$ cat config.mk
export PLATFORM = sky130hd
export DESIGN_NAME = dec_8b10b
export DESIGN_NICKNAME = d
export VERILOG_FILES = /design/src/rtl/enc8b10b_pkg.sv /design/src/rtl/dec_8b10b_sync_fsm.sv /design/src/rtl/dec_8b10b.sv
export SDC_FILE = /design/constraint.sdc
export NUM_CORES = 1
export LEC_CHECK = 0
export CAP_MARGIN = 20
export CORE_ASPECT_RATIO = 1.5
export CORE_MARGIN = 2
export CORE_UTILIZATION = 50
export CTS_CLUSTER_DIAMETER = 40
export DETAILED_ROUTE_END_ITERATION = 7
export DONT_BUFFER_PORTS = 1
export PLACE_DENSITY_LB_ADDON = 0.1
export SYNTH_ARGS = -nofsm -noshare
export SYNTH_HDL_FRONTEND = slang
export SYNTH_HIERARCHICAL = 1
export SYNTH_SLANG_ARGS = --single-unit
export TNS_END_PERCENT = 5
$ cat constraint.sdc
create_clock -name clk -period 6.9 [get_ports clk]
set_input_delay 0 -clock clk [delete_from_list [all_inputs] [get_ports clk]]
set_output_delay 0 -clock clk [all_outputs]
set_load 0.01 [all_outputs]
$ cat src/rtl/enc8b10b_pkg.sv
// Shared 8b/10b definitions for the encoder and decoder blocks.
// Holds the K28.5 comma patterns, the sync state type and the 6b->5b and
// 4b->3b table decoders. Sub-block codes are written MSB-first in
// transmission order: 6b = {a,b,c,d,e,i}, 4b = {f,g,h,j}. Decoded values are
// EDCBA (5b) and HGF (3b) with A/F in bit 0.
package enc8b10b_pkg;

  localparam logic [9:0] K28_5_RDN = 10'b001111_1010;
  localparam logic [9:0] K28_5_RDP = 10'b110000_0101;

  typedef enum logic [1:0] {
    LOS  = 2'd0,
    ACQ  = 2'd1,
    SYNC = 2'd2
  } sync_state_t;

  typedef struct packed {
    logic [4:0]        val;
    logic              ok;
    logic signed [3:0] disp;
    logic              is_k28;
  } dec6_t;

  typedef struct packed {
    logic [2:0]        val;
    logic              ok;
    logic signed [3:0] disp;
  } dec4_t;

  // Ones minus zeros over a 6-bit sub-block: -6..+6.
  function automatic logic signed [3:0] disp_of6(input logic [5:0] c);
    logic [2:0]        ones;
    logic signed [4:0] t;
    ones = 3'd0;
    for (int i = 0; i < 6; i++) ones = ones + {2'b00, c[i]};
    t = $signed({1'b0, ones, 1'b0}) - 5'sd6;
    return t[3:0];
  endfunction

  // Ones minus zeros over a 4-bit sub-block: -4..+4.
  function automatic logic signed [3:0] disp_of4(input logic [3:0] c);
    logic [2:0]        ones;
    logic signed [4:0] t;
    ones = 3'd0;
    for (int i = 0; i < 4; i++) ones = ones + {2'b00, c[i]};
    t = $signed({1'b0, ones, 1'b0}) - 5'sd4;
    return t[3:0];
  endfunction

  function automatic dec6_t dec_6b(input logic [5:0] c);
    dec6_t r;
    r.ok     = 1'b1;
    r.is_k28 = 1'b0;
    r.disp   = disp_of6(c);
    case (c)
      6'b100111, 6'b011000: r.val = 5'd0;
      6'b011101, 6'b100010: r.val = 5'd1;
      6'b101101, 6'b010010: r.val = 5'd2;
      6'b110001:            r.val = 5'd3;
      6'b110101, 6'b001010: r.val = 5'd4;
      6'b101001:            r.val = 5'd5;
      6'b011001:            r.val = 5'd6;
      6'b111000, 6'b000111: r.val = 5'd7;
      6'b111001, 6'b000110: r.val = 5'd8;
      6'b100101:            r.val = 5'd9;
      6'b010101:            r.val = 5'd10;
      6'b110100:            r.val = 5'd11;
      6'b001101:            r.val = 5'd12;
      6'b101100:            r.val = 5'd13;
      6'b011100:            r.val = 5'd14;
      6'b010111, 6'b101000: r.val = 5'd15;
      6'b011011, 6'b100100: r.val = 5'd16;
      6'b100011:            r.val = 5'd17;
      6'b010011:            r.val = 5'd18;
      6'b110010:            r.val = 5'd19;
      6'b001011:            r.val = 5'd20;
      6'b101010:            r.val = 5'd21;
      6'b011010:            r.val = 5'd22;
      6'b111010, 6'b000101: r.val = 5'd23;
      6'b110011, 6'b001100: r.val = 5'd24;
      6'b100110:            r.val = 5'd25;
      6'b010110:            r.val = 5'd26;
      6'b110110, 6'b001001: r.val = 5'd27;
      6'b001110:            r.val = 5'd28;
      6'b001111, 6'b110000: begin
        r.val    = 5'd28;
        r.is_k28 = 1'b1;
      end
      6'b101110, 6'b010001: r.val = 5'd29;
      6'b011110, 6'b100001: r.val = 5'd30;
      6'b101011, 6'b010100: r.val = 5'd31;
      default: begin
        r.val = 5'd0;
        r.ok  = 1'b0;
      end
    endcase
    return r;
  endfunction

  // Primary and alternate x.7 forms both decode to 7.
  function automatic dec4_t dec_4b(input logic [3:0] c);
    dec4_t r;
    r.ok   = 1'b1;
    r.disp = disp_of4(c);
    case (c)
      4'b1011, 4'b0100:                   r.val = 3'd0;
      4'b1001:                            r.val = 3'd1;
      4'b0101:                            r.val = 3'd2;
      4'b1100, 4'b0011:                   r.val = 3'd3;
      4'b1101, 4'b0010:                   r.val = 3'd4;
      4'b1010:                            r.val = 3'd5;
      4'b0110:                            r.val = 3'd6;
      4'b1110, 4'b0001, 4'b0111, 4'b1000: r.val = 3'd7;
      default: begin
        r.val = 3'd0;
        r.ok  = 1'b0;
      end
    endcase
    return r;
  endfunction

endpackage

$ cat src/rtl/dec_8b10b_sync_fsm.sv
// Comma-based link synchronisation state machine.
// Ports:
//   clk, rst        clock, synchronous active-low reset
//   sym_valid       a decoded symbol is presented this cycle
//   sym_err         that symbol carries a code or disparity error
//   sym_comma       that symbol is K28.5
//   sync            registered: state is SYNC
//   state           registered current state
// The outputs update on the same edge that registers the decoded symbol, so
// sync changes together with valid_out for the transitioning symbol.
module dec_8b10b_sync_fsm
  import enc8b10b_pkg::*;
#(
  parameter int ACQ_COMMAS = 3,
  parameter int ERR_MAX    = 4,
  parameter int GOOD_RUN   = 16
) (
  input  logic        clk,
  input  logic        rst,
  input  logic        sym_valid,
  input  logic        sym_err,
  input  logic        sym_comma,
  output logic        sync,
  output sync_state_t state
);

  localparam int AW = $clog2(ACQ_COMMAS + 1);
  localparam int EW = $clog2(ERR_MAX + 1);
  localparam int GW = $clog2(GOOD_RUN + 1);
  localparam logic [AW-1:0] ACQ_LAST  = AW'(ACQ_COMMAS);
  localparam logic [EW-1:0] ERR_LAST  = EW'(ERR_MAX);
  localparam logic [GW-1:0] GOOD_LAST = GW'(GOOD_RUN);

  logic [AW-1:0] acq_cnt;
  logic [EW-1:0] err_cnt;
  logic [GW-1:0] good_cnt;
  logic          clean_comma;

  assign clean_comma = sym_comma && !sym_err;

  always_ff @(posedge clk) begin
    if (!rst) begin
      state    <= LOS;
      sync     <= 1'b0;
      acq_cnt  <= '0;
      err_cnt  <= '0;
      good_cnt <= '0;
    end else if (sym_valid) begin
      case (state)
        LOS: begin
          if (clean_comma) begin
            if (ACQ_COMMAS <= 1) begin
              state    <= SYNC;
              sync     <= 1'b1;
              acq_cnt  <= '0;
              err_cnt  <= '0;
              good_cnt <= '0;
            end else begin
              state   <= ACQ;
              acq_cnt <= AW'(1);
            end
          end
        end
        ACQ: begin
          if (sym_err) begin
            state   <= LOS;
            acq_cnt <= '0;
          end else if (sym_comma) begin
            if (acq_cnt + 1'b1 == ACQ_LAST) begin
              state    <= SYNC;
              sync     <= 1'b1;
              acq_cnt  <= '0;
              err_cnt  <= '0;
              good_cnt <= '0;
            end else begin
              acq_cnt <= acq_cnt + 1'b1;
            end
          end
        end
        SYNC: begin
          if (sym_err) begin
            good_cnt <= '0;
            if (err_cnt + 1'b1 == ERR_LAST) begin
              state   <= LOS;
              sync    <= 1'b0;
              err_cnt <= '0;
            end else begin
              err_cnt <= err_cnt + 1'b1;
            end
          end else if (good_cnt + 1'b1 == GOOD_LAST) begin
            // A long enough clean run forgives earlier errors.
            good_cnt <= '0;
            err_cnt  <= '0;
          end else begin
            good_cnt <= good_cnt + 1'b1;
          end
        end
        default: begin
          state <= LOS;
          sync  <= 1'b0;
        end
      endcase
    end
  end

endmodule

$ cat src/rtl/dec_8b10b.sv
// 8b/10b decoder with running-disparity tracking and comma sync.
// Ports:
//   clk, rst        clock, synchronous active-low reset
//   sym_in[9:0]     {a,b,c,d,e,i,f,g,h,j}, a = bit 9
//   sym_valid       sym_in valid this cycle
//   data_out[7:0]   HGFEDCBA, A = bit 0 (0x00 on code error)
//   k_out           control symbol
//   valid_out       sym_valid delayed one cycle
//   code_err        6b or 4b sub-block not in the tables
//   disp_err        sub-block disparity conflicts with running disparity
//   comma_out       symbol is K28.5
//   rd_out          running disparity (1 = RD+)
//   sync            sync FSM is in SYNC
// Optional (macro DEC_8B10B_STATS_EN):
//   stats_clr                    clear the error counters
//   code_err_cnt, disp_err_cnt   saturating 16-bit error counters
// Data outputs and flags hold their last value while valid_out is low.
module dec_8b10b
  import enc8b10b_pkg::*;
#(
  parameter int ACQ_COMMAS = 3,
  parameter int ERR_MAX    = 4,
  parameter int GOOD_RUN   = 16
) (
  input  logic       clk,
  input  logic       rst,
  input  logic [9:0] sym_in,
  input  logic       sym_valid,
  output logic [7:0] data_out,
  output logic       k_out,
  output logic       valid_out,
  output logic       code_err,
  output logic       disp_err,
  output logic       comma_out,
  output logic       rd_out,
  output logic       sync
`ifdef DEC_8B10B_STATS_EN
  ,
  input  logic        stats_clr,
  output logic [15:0] code_err_cnt,
  output logic [15:0] disp_err_cnt
`endif
);

  logic [5:0]        c6;
  logic [3:0]        c4;
  dec6_t             d6;
  dec4_t             d4;
  logic              k28_rdp;
  logic signed [3:0] disp6;
  logic signed [3:0] disp4;
  logic              err6;
  logic              err4;
  logic              rd_mid;
  logic              rd_nxt;
  logic              k_alt;
  logic              code_err_c;
  logic              disp_err_c;
  logic              k_c;
  logic              comma_c;
  logic [7:0]        data_c;

  logic [7:0]        data_p1;
  logic              k_p1;
  logic              vld_p1;
  logic              code_err_p1;
  logic              disp_err_p1;
  logic              comma_p1;
  logic              rd_p1;
  logic              sync_p1;
  sync_state_t       fsm_state;

  assign c6 = sym_in[9:4];
  assign c4 = sym_in[3:0];

  // ---- stage p0: combinational decode against the current RD ----
  always_comb begin
    d6      = dec_6b(c6);
    // K28.y sent as 110000 carries its 4b sub-block complemented relative
    // to the data table, so decode the complement and negate its disparity.
    k28_rdp = (c6 == 6'b110000);
    d4      = dec_4b(k28_rdp ? ~c4 : c4);
    disp6   = d6.disp;
    disp4   = k28_rdp ? -d4.disp : d4.disp;

    err6 = ((disp6 > 4'sd0) &&  rd_p1) ||
           ((disp6 < 4'sd0) && !rd_p1) ||
           ((c6 == 6'b111000) &&  rd_p1) ||
           ((c6 == 6'b000111) && !rd_p1);
    if (disp6 != 4'sd0)                           rd_mid = (disp6 > 4'sd0);
    else if (c6 == 6'b111000 || c6 == 6'b000111)  rd_mid = ~rd_p1;
    else                                          rd_mid = rd_p1;

    err4 = ((disp4 > 4'sd0) &&  rd_mid) ||
           ((disp4 < 4'sd0) && !rd_mid) ||
           ((c4 == 4'b1100) &&  rd_mid) ||
           ((c4 == 4'b0011) && !rd_mid);
    if (disp4 != 4'sd0)                      rd_nxt = (disp4 > 4'sd0);
    else if (c4 == 4'b1100 || c4 == 4'b0011) rd_nxt = ~rd_mid;
    else                                     rd_nxt = rd_mid;

    // K23.7/K27.7/K29.7/K30.7 use the alternate x.7 4b sub-block.
    k_alt = (c4 == 4'b0111 || c4 == 4'b1000) &&
            (d6.val == 5'd23 || d6.val == 5'd27 ||
             d6.val == 5'd29 || d6.val == 5'd30);

    code_err_c = !d6.ok || !d4.ok;
    disp_err_c = err6 || err4;
    k_c        = !code_err_c && (d6.is_k28 || k_alt);
    data_c     = code_err_c ? 8'h00 : {d4.val, d6.val};
    comma_c    = k_c && (data_c == 8'hBC);
  end

  // ---- stage p1: registered outputs and running disparity ----
  always_ff @(posedge clk) begin
    if (!rst) begin
      vld_p1      <= 1'b0;
      data_p1     <= 8'h00;
      k_p1        <= 1'b0;
      code_err_p1 <= 1'b0;
      disp_err_p1 <= 1'b0;
      comma_p1    <= 1'b0;
      rd_p1       <= 1'b0;
    end else begin
      vld_p1 <= sym_valid;
      if (sym_valid) begin
        data_p1     <= data_c;
        k_p1        <= k_c;
        code_err_p1 <= code_err_c;
        disp_err_p1 <= disp_err_c;
        comma_p1    <= comma_c;
        rd_p1       <= rd_nxt;
      end
    end
  end

  dec_8b10b_sync_fsm #(
    .ACQ_COMMAS (ACQ_COMMAS),
    .ERR_MAX    (ERR_MAX),
    .GOOD_RUN   (GOOD_RUN)
  ) u_sync_fsm (
    .clk       (clk),
    .rst       (rst),
    .sym_valid (sym_valid),
    .sym_err   (code_err_c || disp_err_c),
    .sym_comma (comma_c),
    .sync      (sync_p1),
    .state     (fsm_state)
  );

  // The FSM keeps sync and state in separate registers; they must agree.
  always_ff @(posedge clk) begin
    if (rst) assert (sync_p1 == (fsm_state == SYNC));
  end

  assign data_out  = data_p1;
  assign k_out     = k_p1;
  assign valid_out = vld_p1;
  assign code_err  = code_err_p1;
  assign disp_err  = disp_err_p1;
  assign comma_out = comma_p1;
  assign rd_out    = rd_p1;
  assign sync      = sync_p1;

`ifdef DEC_8B10B_STATS_EN
  function automatic logic [15:0] sat_inc16(input logic [15:0] v);
    return (v == 16'hFFFF) ? v : v + 16'd1;
  endfunction

  logic [15:0] code_cnt_p2;
  logic [15:0] disp_cnt_p2;

  // ---- stage p2: error statistics from the registered flags ----
  always_ff @(posedge clk) begin
    if (!rst || stats_clr) begin
      code_cnt_p2 <= 16'd0;
      disp_cnt_p2 <= 16'd0;
    end else begin
      if (vld_p1 && code_err_p1) code_cnt_p2 <= sat_inc16(code_cnt_p2);
      if (vld_p1 && disp_err_p1) disp_cnt_p2 <= sat_inc16(disp_cnt_p2);
    end
  end

  assign code_err_cnt = code_cnt_p2;
  assign disp_err_cnt = disp_cnt_p2;
`endif

endmodule

# Word-level counts from Yosys, hierarchy flattened
# Cells that the tools add are included.
# word_totals
ff_bits	27
input_bits	13
out_inout_bits	15
# classes
addsub	14
magnitude_cmp	4
n_eq_ne	85
n_mux	42
n_bitwise	4
reduce_logical	64
# op_table
cell	count
$pmux 5 s31	1
$eq 6x6->1 const B	24
$eq 6x5->1 const B	14
$reduce_or 48->1	1
$eq 6x4->1 const B	7
$eq 4x4->1 const B	9
$reduce_or 2->1	16
$eq 5x5->1 const B	5
$mux 5	5
$pmux 3 s7	1
$eq 4x3->1 const B	5
$eq 6x3->1 const B	3
$mux 2	9
$mux 3	6
$logic_or 1x1->1	16
$reduce_or 14->1	1
$add 3x1->3	4
$eq 4x2->1 const B	3
$logic_and 1x1->1	12
$mux 1	12
$reduce_and 6->1	2
$ne 2x1->1 const B	5
$pmux 5 s2	1
$ne 3x1->1 const B	3
32 further kinds	48

# Logic depth before layout (Yosys ltp)
# Gate-level depths: netlist (run 1).
# depth
depth_word	19
depth_mapped	23

# Modules after synthesis
# Netlist (run 1), hierarchy kept.
# by_module_without_submodules
module	n_inst	cells_each	area_per_inst_um2	seq_area_each_um2
dec_8b10b	1	241	1836.8	280.3
dec_8b10b_sync_fsm	1	92	794.5	260.2

# Worst setup path before layout (run 1)
# Ideal clock, no wire load.
# synth_path
path_type	input to register
start	input port sym_in[4]
end	register u_sync_fsm.good_cnt[3]
setup_ns	0.074
arrival_ns	3.917
setup_slack_ns	2.909
path_stages	23
path_cell_list	inv_1 -> ha_1 -> buf_6 -> nand2_1 -> or2_1 -> buf_6 -> xnor2_1 -> ha_1 -> ha_1 -> inv_1 -> fa_1 -> nor3_1 -> a21oi_1 -> nor2_1 -> o211ai_1 -> o31ai_1 -> o211ai_1 -> or4_1 -> buf_6 -> nor3b_4 -> nand2_1 -> or3_1 -> a31oi_1
# synth_via
elab_chain_cells	17
# synth_lines
item	line_no	rtl
from (decl)	dec_8b10b.sv:27	input logic [9:0] sym_in,
$add 1x1->2 / $eq 6x6->1 (equally long branches)	enc8b10b_pkg.sv:35, enc8b10b_pkg.sv:55, dec_8b10b.sv:81	
$add 2x1->3 / $mux 4 (equally long branches)	enc8b10b_pkg.sv:35, dec_8b10b.sv:82	
$add 3x1->3 / $add 1x1->2 (equally long branches)	enc8b10b_pkg.sv:35, enc8b10b_pkg.sv:45	
$add 3x1->3 / $add 2x1->3 (equally long branches)	enc8b10b_pkg.sv:35, enc8b10b_pkg.sv:45	
$add 3x1->3, on equally long branches	enc8b10b_pkg.sv:35, enc8b10b_pkg.sv:45	
$sub 4x3->4, on equally long branches	enc8b10b_pkg.sv:36, enc8b10b_pkg.sv:46	
$gt 4x1->1, or another cell as far along	dec_8b10b.sv:86, dec_8b10b.sv:90	
$mux 1 / $mux 4 (equally long branches)	dec_8b10b.sv:90, dec_8b10b.sv:84	
$logic_not 1->1, or another cell as far along	dec_8b10b.sv:95, dec_8b10b.sv:97	
$logic_and 1x1->1, on equally long branches	dec_8b10b.sv:95, dec_8b10b.sv:94	
$logic_or 1x1->1	dec_8b10b.sv:94	err4 = ((disp4 > 4'sd0) && rd_mid) ||
$logic_or 1x1->1	dec_8b10b.sv:95	((disp4 < 4'sd0) && !rd_mid) ||
$logic_or 1x1->1	dec_8b10b.sv:96	((c4 == 4'b1100) && rd_mid) ||
$logic_or 1x1->1	dec_8b10b.sv:108	disp_err_c = err6 || err4;
$logic_or 1x1->1	dec_8b10b.sv:145	.sym_err (code_err_c || disp_err_c),
$ne 2x2->1 (no source line) / $mux 5 (equally long branches)	--	
$reduce_and 5->1 (no source line) / $pmux 5 s2 (equally long branches)	--	
to (signal assigned)	dec_8b10b_sync_fsm.sv:95	good_cnt <= good_cnt + 1'b1;
to (decl)	dec_8b10b_sync_fsm.sv:36	logic [GW-1:0] good_cnt;
# Parallel ways exist; a longest one is shown, timed or not.
# A chain may end at the register's enable or synchronous reset.

# Worst setup path after layout (run 1)
# Same ends and word-level chain as after synthesis.

==> impl_metrics.json, run 1 <==
{
  "status": "finished, final reports clean",
  "synth_seq_area_share_pct": 20.5,
  "cp_max_fo": 10,
  "grt-ovfl-total": 0,
  "leakagePower_uw": 0.000979,
  "wl_per_cell_um": 16.5,
  "path_class": "input port to flop",
  "post_synth_num_cell_types": 74,
  "fin_nets": 344,
  "p_sw_share_pct": 31.9,
  "cp_common_cell": "ha_1",
  "power.switching_uw": 118,
  "setup.worst_path.start_class": "input port",
  "slowest_delay_ps": 620,
  "worst-path-buf-inv": 2,
  "drc": 0,
  "synth_nets": 361,
  "layout-drive-gt1-share_pct": 6.35,
  "drv_slew": 0,
  "root_buffer": "clkbuf_8",
  "end_kind": "flop",
  "ant_nets": 0,
  "grtUsageTotal_pct": 22.0,
  "clockPowerShare_pct": 23.7,
  "gp_congestion": 0.870,
  "power.density_nw_per_um2": 141,
  "synth_ff_type": "dfxtp_1",
  "ctsResizeCount": 0,
  "row_count": 32,
  "grt_pass1_wl_mm": 10.6,
  "worstPathArrival_ps": 4480,
  "netlist_area_sq_um": 2630,
  "setup_violations": 0,
  "syn_inst": 333,
  "max-clock-path-buffers": 2,
  "die_area_sq_um": 5870,
  "power_frac_comb_pct": 30.3,
  "coreArea_sq_um": 5120,
  "power_frac_seq_pct": 46.0,
  "htree_num_levels": 1,
  "fin_tns_setup_ps": 0,
  "crit_cells": 20,
  "dp_hpwl_mm": 4.84,
  "ir_drop_v": 0.0000689,
  "clkTransAtPathRegs_ps": 80,
  "grt_pass1_vias": 2160,
  "numCtsBuffers": 3,
  "die_w_um": 63.2,
  "die_y_um": 92.8,
  "rsz0062_at_grt": "no",
  "vias_per_cell": 6.19,
  "slew_headroom_pct": 46.6,
  "post-route-period-util_pct": 62.1,
  "period_minus_slack_ps": 4280,
  "fillers": 559,
  "reg2reg_depth": 10,
  "io_pins": 28,
  "worstPathCellList": "inv_1 -> ha_1 -> nand2_1 -> or2_1 -> xnor2_1 -> ha_1 -> ha_1 -> inv_1 -> fa_1 -> nor3_1 -> a21oi_1 -> nor2_1 -> o211ai_1 -> o31ai_1 -> o211ai_1 -> or4_1 -> nor3b_4 -> nand2_1 -> or3_1 -> a31oi_1",
  "path_delay_family": "simple AND/OR/NAND/NOR gates",
  "final_common_cell": "nand2_1",
  "clock_sinks": 27,
  "hp-class": "input port to flop",
  "power.internal_uw": 253,
  "drt-pass1-iter-count": 5,
  "max_freq_mhz": 234,
  "maxCapViolations": 0,
  "grt_max_degree": 27,
  "n_antenna_cell": 0,
  "whs_path_depth": 4,
  "drtIter0Drc": 102,
  "cp_data_required_time_ps": 7090,
  "synth_edf_count": 0,
  "final_cell_mix": "33 x nand2_1, 27 x dfxtp_1, 18 x inv_1",
  "routed_wl_mm": 6.34,
  "worst_pin_slew_ps": 799,
  "vias": 2370,
  "hold_viol_final": 0,
  "ys_warn_count": 6,
  "portBuffers": 0,
  "antenna_found_initial": 0,
  "dp.cells": 377,
  "final_cells": 383,
  "clock_latency_ps": 270,
  "synth_area_per_cell_sq_um": 7.90,
  "async_flop_share_pct": 0,
  "clock-skew-final_ps": 12.4,
  "ys_ff_latch": 27,
  "cts_tree": "yes",
  "initial_utilization_pct": 51.3,
  "cp_slowest_cell": "or4_1",
  "areaGrowthSynthToFinish_pct": 0.333,
  "power_uw": 371
}
## layout make-up
class / count / area (sq um) / area share, %
Sequential cell: 27 / 541 / 20.5
Clock buffer: 4 / 45.0 / 1.71
Tap cell: 68 / 85.1 / 3.22
Inverter: 18 / 67.6 / 2.56
Timing Repair Buffer: 2 / 20.0 / 0.758
Multi-Input combinational cell: 264 / 1880 / 71.3
## power groups by stage
stage	sequential [uW]	clock, uW	combinational, uW
floorplan	172	0	105
global placement	175	0	109
detailed placement	175	0	110
CTS	171	90.1	113
global route	172	95.7	129
finish	171	87.9	112
## cell usage after synthesis, drive strengths merged (3+ instances only)
library cell / instances / area share [%]
nand2: 33 / 4.7
dfxtp: 27 / 21
inv: 18 / 2.6
a21oi: 16 / 3.0
buf: 16 / 4.2
o21ai: 15 / 2.9
nor2: 14 / 2.1
a22o: 12 / 4.0
ha: 11 / 5.2
nand3: 11 / 2.1
mux2i: 10 / 3.8
nor2b: 10 / 2.4
nor3: 10 / 1.9
a31oi: 8 / 1.9
clkbuf: 8 / 1.1
nand2b: 7 / 1.7
nand3b: 6 / 1.7
nor4: 6 / 1.4
o31ai: 6 / 1.7
a211oi: 5 / 1.6
and2: 5 / 1.2
o211ai: 5 / 1.4
o22ai: 5 / 1.4
xnor2: 5 / 1.7
fa: 4 / 3.0
o2bb2ai: 4 / 1.3
xor2: 4 / 1.3
a22oi: 3 / 0.86
and3b: 3 / 1.0
or2: 3 / 0.71
or3b: 3 / 1.1
## timing repair
item	in CTS	in global routing
hold buffers	2	0
endpoints found under the hold margin	16	0
buffers inserted	0	0
## routing by layer
metal  wire [um]  global-route usage (%)  up-vias
li1            -                       -     1202
met1        2590                    26.3     1099
met2        3360                    41.4       61
met3         265                    1.58        8
met4         126                    6.70        0
met5           0                       0        -
## kinds of logic after synthesis
kind of cell | synth area share, %
xor gates and xnor gates | 3.00
AOI/OAI and AO/OA | 26.2
and+or+nand+nor | 28.5
DFF | 20.5
adders and majority gates | 8.27
muxes | 5.52
buffers and inverters | 7.94
## worst min-delay path, stage by stage
cell and delay [ps]:
nand2_1 40, nor4_1 40, a21oi_1 140, nor2_1 50
## flip-flops by register name, indices dropped and copies added, names as in the netlist
name / count
code_err: 1
comma_out: 1
data_out: 8
disp_err: 1
k_out: 1
rd_out: 1
u_sync_fsm/acq_cnt: 2
u_sync_fsm/err_cnt: 3
u_sync_fsm/good_cnt: 5
u_sync_fsm/state: 2
u_sync_fsm/sync: 1
valid_out: 1
## path summary, 6_finish.rpt
kind / start / to / slack [ps]
max: sym_in[4] / u_sync_fsm/good_cnt[3] / 2620
min reg2reg: u_sync_fsm/good_cnt[1] / u_sync_fsm/good_cnt[1] / 510
max reg2reg: rd_out / u_sync_fsm/good_cnt[3] / 4040
min: sym_valid / u_sync_fsm/state[0] / 50
## metrics by stage
step / area [sq um] / hold slack, ps / worst slack [ps] / utilization, %
after detailed placement: 2570 / 132 / 2330 / 50.2
after global placement: 2570 / 131 / 2490 / 50.2
after floorplan: 2630 / 128 / 2910 / -
after global routing: 2640 / 50.2 / 2270 / 51.5
final: 2640 / 53.8 / 2620 / 51.5
after CTS: 2640 / 47.9 / 2600 / 51.5
No activity file was read; power rests on OpenSTA's default activity.
==> run 2, diff against run 1 <==
- clock period: 6.9 -> 4.4 ns (I/O delays scaled with it)
==> run 2 against run 1 <==
  * Cell count up 0.78%
  * Critical path type unchanged
  * Clock-buffer cell count unchanged
  * Clock power increased by 58%
  * Sequential power rose by 57%
  * Power up 57%
  * Wire length rose by 0.85%
  * Global-route usage grew 1.1 points
  * Critical endpoint is now u_sync_fsm/err_cnt[1]
==> impl_metrics.json, run 2 (same netlist as run 1, synthesis figures left out) <==
{
  "leakagePower_uw": 0.000993,
  "drt-pass1-iter-count": 4,
  "grt_pass1_wl_mm": 11.1,
  "n_antenna_cell": 0,
  "p_sw_share_pct": 31.9,
  "die_w_um": 63.2,
  "grtUsageTotal_pct": 23.1,
  "power_frac_comb_pct": 30.1,
  "dp_hpwl_mm": 4.84,
  "cts_tree": "yes",
  "final_cell_mix": "33 x nand2_1, 27 x dfxtp_1, 18 x inv_1",
  "grt-ovfl-total": 0,
  "ir_drop_v": 0.0000980,
  "slew_headroom_pct": 46.8,
  "clkTransAtPathRegs_ps": 90,
  "post-route-period-util_pct": 89.4,
  "grt_pass1_vias": 2368,
  "areaGrowthSynthToFinish_pct": 1.19,
  "end_kind": "flop",
  "grt_max_degree": 27,
  "max-clock-path-buffers": 2,
  "htree_num_levels": 1,
  "drc": 0,
  "die_y_um": 92.8,
  "period_minus_slack_ps": 3930,
  "fin_nets": 347,
  "ant_nets": 0,
  "layout-drive-gt1-share_pct": 7.23,
  "setup_violations": 0,
  "hp-class": "input port to flop",
  "fin_tns_setup_ps": 0,
  "root_buffer": "clkbuf_8",
  "die_area_sq_um": 5870,
  "post_cts_buffers": 0,
  "finalWorstSetupSlack_ps": 467,
  "drtIter0Drc": 118,
  "multi_input_area_sq_um": 1880,
  "largest_reg_flops": 8,
  "power_frac_seq_pct": 46.1,
  "max_freq_mhz": 254,
  "clock_latency_ps": 270,
  "rsz0062_at_grt": "no",
  "power.switching_uw": 185,
  "cp_max_fo": 23,
  "wl_per_cell_um": 16.6,
  "post-place-ws_ps": 186,
  "row_count": 32,
  "drv_slew": 0,
  "setup.worst_path.start_class": "input port",
  "vias": 2393,
  "routed_wl_mm": 6.39,
  "cp_data_required_time_ps": 4550,
  "io_pins": 28,
  "power.internal_uw": 396,
  "path_class": "input port to flop",
  "antenna_found_initial": 0,
  "worst_pin_slew_ps": 796,
  "regArea_sq_um": 541,
  "clockPowerShare_pct": 23.9,
  "fillers": 538,
  "numCtsBuffers": 3,
  "portBuffers": 0,
  "coreArea_sq_um": 5120,
  "gp_congestion": 0.958,
  "final_common_cell": "nand2_1",
  "initial_utilization_pct": 51.3,
  "ctsResizeCount": 0,
  "maxCapViolations": 0,
  "vias_per_cell": 6.20,
  "worstPathArrival_ps": 4090,
  "clock_sinks": 27,
  "status": "finished, final reports clean",
  "hold_viol_final": 0,
  "power.density_nw_per_um2": 218,
  "clock-skew-final_ps": 5.18
}
## run 2: power groups by stage
stage / logic [uW] / registers, uW / clock network [uW]
final: 175 / 268 / 139
after global routing: 201 / 269 / 151
after CTS: 176 / 268 / 141
after detailed placement: 171 / 274 / 0
after global placement: 168 / 274 / 0
after floorplan: 164 / 270 / 0
## run 2: worst max-delay path: stages
cell and delay (ps):
or3b_4 410, or2_1 250, xnor2_1 130, ha_1 270
ha_1 300, inv_1 70, fa_1 400, nor3_1 190
a21oi_1 60, nor2_1 140, o211ai_1 100, o31ai_1 80
o211ai_1 140, or4_1 630, and4bb_2 410, a22o_1 240
a2bb2oi_1 170, o21ai_0 90
## run 2: path summary, 6_finish.rpt
check,start,end,slack (ps),depth (start not counted)
min,sym_valid,u_sync_fsm/err_cnt[1],30,3
max reg2reg,rd_out,u_sync_fsm/err_cnt[1],1560,10
min reg2reg,u_sync_fsm/good_cnt[1],u_sync_fsm/good_cnt[1],510,2
max,sym_in[6],u_sync_fsm/err_cnt[1],470,18
## run 2: metrics by stage
step           instance area (sq um)  hold WS, ps  instances  utilization [%]  total power, uW
5_1_grt                         2660         31.6        386             52.0              620
3_5_place_dp                    2600          126        380             50.7              445
3_3_place_gp                    2600          122        380             50.7              442
4_1_cts                         2660         18.9        386             52.0              585
6_report                        2660         27.7        386             52.0              581
2_1_floorplan                   2630          128        333                -              434
## run 2: final cells by class
type                       count  share of cell area [%]
inverter                      18                    2.54
tap                           68                    3.20
multi-input combinational    264                    70.7
sequential                    27                    20.3
timing repair buffer           5                    1.60
clock buffer                   4                    1.69
## run 2: timing repair
item                                   in CTS  in global routing
endpoints found under the hold margin      16                  0
setup endpoints to repair                   0                  0
hold buffers                                2                  0
## run 2: routing by layer
layer	GRT usage (%)	routed length [um]	part of all wire (%)
met5	0	0	0
met4	9.24	151	2.4
met3	1.70	190	3.0
met2	43.9	3450	54
met1	26.4	2600	41
==> run 3, diff against run 2 <==
- CORE_UTILIZATION: 50 -> 30
- PLACE_DENSITY_LB_ADDON: 0.1 -> 0.15
==> run 3 against run 2 <==
  * Power rose by 12%
  * Flip-flop and latch count did not move
  * Global-route usage fell by 8.1 points
  * Die area rose by 63%
  * Cell count rose by 10%
  * Combinational power barely moved
  * Design area rose by 3.1%
  * Register-to-register slack got worse by 20 ps
  * Largest power group unchanged
==> impl_metrics.json, run 3 (same netlist as run 1, synthesis figures left out) <==
{
  "drt-pass1-iter-count": 4,
  "slowest_delay_ps": 620,
  "final_cell_mix": "33 x nand2_1, 27 x dfxtp_1, 18 x inv_1",
  "antenna_found_initial": 0,
  "cp_common_cell": "o211ai_1",
  "grt-ovfl-total": 0,
  "grtUsageTotal_pct": 15.1,
  "hp-class": "input port to flop",
  "clock-skew-final_ps": 4.52,
  "coreArea_sq_um": 8460,
  "period_minus_slack_ps": 3980,
  "end_kind": "flop",
  "max-clock-path-buffers": 2,
  "ant_nets": 0,
  "hold_viol_final": 0,
  "clkTransAtPathRegs_ps": 60,
  "vias": 2394,
  "drtIter0Drc": 105,
  "setup_violations": 0,
  "die_area_sq_um": 9550,
  "vias_per_cell": 5.63,
  "ctsResizeCount": 0,
  "numCtsBuffers": 3,
  "final_cells": 425,
  "setup.worst_path.start_class": "input port",
  "postLayoutCoreUtil_pct": 32.4,
  "n_antenna_cell": 0,
  "finalWorstSetupSlack_ps": 417,
  "grt_pass1_wl_mm": 11.5,
  "path_class": "input port to flop",
  "drv_slew": 0,
  "leakagePower_uw": 0.00101,
  "areaGrowthSynthToFinish_pct": 4.37,
  "power.density_nw_per_um2": 238,
  "worst_pin_slew_ps": 880,
  "fin_tns_setup_ps": 0,
  "path_delay_family": "simple AND/OR/NAND/NOR gates",
  "initial_utilization_pct": 31.1,
  "die_y_um": 119,
  "final_common_cell": "nand2_1",
  "drc": 0,
  "status": "finished, final reports clean",
  "clock_sinks": 27,
  "slew_headroom_pct": 41.2,
  "rsz0062_at_grt": "no",
  "post_cts_buffers": 0,
  "row_count": 41,
  "routed_wl_mm": 6.92,
  "power.internal_uw": 454,
  "portBuffers": 0,
  "grt_max_degree": 27,
  "power.switching_uw": 199,
  "fin_nets": 347,
  "post-place-ws_ps": 136,
  "post-route-period-util_pct": 90.5,
  "p_sw_share_pct": 30.4,
  "worstPathCellList": "or3b_4 -> or2_1 -> xnor2_1 -> ha_1 -> a211oi_1 -> fa_1 -> nor3_1 -> a21oi_1 -> nor2_1 -> o211ai_1 -> o31ai_1 -> o211ai_1 -> or4_1 -> and4bb_2 -> a22o_1 -> a2bb2oi_1 -> o21ai_0",
  "dp_hpwl_mm": 5.21,
  "wl_per_cell_um": 16.3,
  "dp.cells": 419,
  "worstPathArrival_ps": 4120,
  "root_buffer": "clkbuf_16",
  "power_frac_comb_pct": 27.3,
  "largest_reg_flops": 8,
  "clock_latency_ps": 260,
  "worst-path-buf-inv": 0,
  "maxCapViolations": 0,
  "max_freq_mhz": 251,
  "cts_tree": "yes",
  "die_w_um": 80.5,
  "htree_num_levels": 1,
  "fillers": 927,
  "cp_max_fo": 23,
  "cp_slowest_cell": "or4_1",
  "power_frac_seq_pct": 41.0,
  "cp_data_required_time_ps": 4540,
  "power_uw": 653,
  "gp_congestion": 0.841,
  "io_pins": 28,
  "ir_drop_v": 0.000223,
  "layout-drive-gt1-share_pct": 7.55,
  "grt_pass1_vias": 2252,
  "clockPowerShare_pct": 31.7
}
==> run 3: cell types whose count changed in the layout (fill, tap and decap cells not counted) <==
cell / previous run / this run
clkbuf_1: 1 / 0
clkbuf_16: 0 / 3
clkbuf_8: 3 / 0
clkinv_2: 0 / 1
==> run 3: worst paths after layout <==
check                         start                      to  slack [ps]  depth (start not counted)
min reg2reg  u_sync_fsm/good_cnt[0]  u_sync_fsm/good_cnt[0]         510                          2
max                       sym_in[6]   u_sync_fsm/err_cnt[1]         420                         17
max reg2reg                  rd_out   u_sync_fsm/err_cnt[1]        1540                         10
min                       sym_valid  u_sync_fsm/good_cnt[0]           6                          3
==> run 3: power groups by stage <==
| stage | Clock, uW | Combinational [uW] | Sequential, uW |
|---|---|---|---|
| floorplan | 0 | 164 | 270 |
| global route | 223 | 208 | 269 |
| global placement | 0 | 173 | 274 |
| CTS | 214 | 181 | 269 |
| detailed placement | 0 | 176 | 274 |
| finish | 207 | 178 | 268 |
==> run 3: cell type report <==
type / count / area [sq um] / share of cell area [%]
inverter: 18 / 67.6 / 2.46
tap: 107 / 134 / 4.87
sequential: 27 / 541 / 19.7
timing repair buffer: 5 / 42.5 / 1.55
clock buffer: 3 / 75.1 / 2.73
clock inverter: 1 / 5.00 / 0.182
multi-input combinational: 264 / 1880 / 68.5
==> run 3: repair_timing <==
| action | in CTS | in global routing |
|---|---|---|
| endpoints found under the setup margin | 0 | 0 |
| hold buffers | 2 | 0 |
| endpoints found under the hold margin | 15 | 0 |
==> run 3: metrics by stage <==
step	hold WS [ps]	area, sq um
final	6.03	2750
after CTS	6.47	2750
after floorplan	128	2630
after global placement	125	2650
after detailed placement	125	2650
after global routing	20.9	2750
==> run 3: layer usage <==
layer / wire, um / global-route usage (%) / up-vias
li1: - / - / 1207
met1: 3020 / 18.3 / 1134
met2: 3510 / 26.6 / 43
met3: 222 / 1.45 / 10
met4: 169 / 5.83 / 0
met5: 0 / 0 / -
==> run 3: worst register-to-register path: cells and delay by family (launching register included) <==
kind             cells  cell delay [ps]
AO/OA/AOI/OAI        7             1090
AND/OR/NAND/NOR      2             1020
flip-flops           1              480
XOR/XNOR             1              120
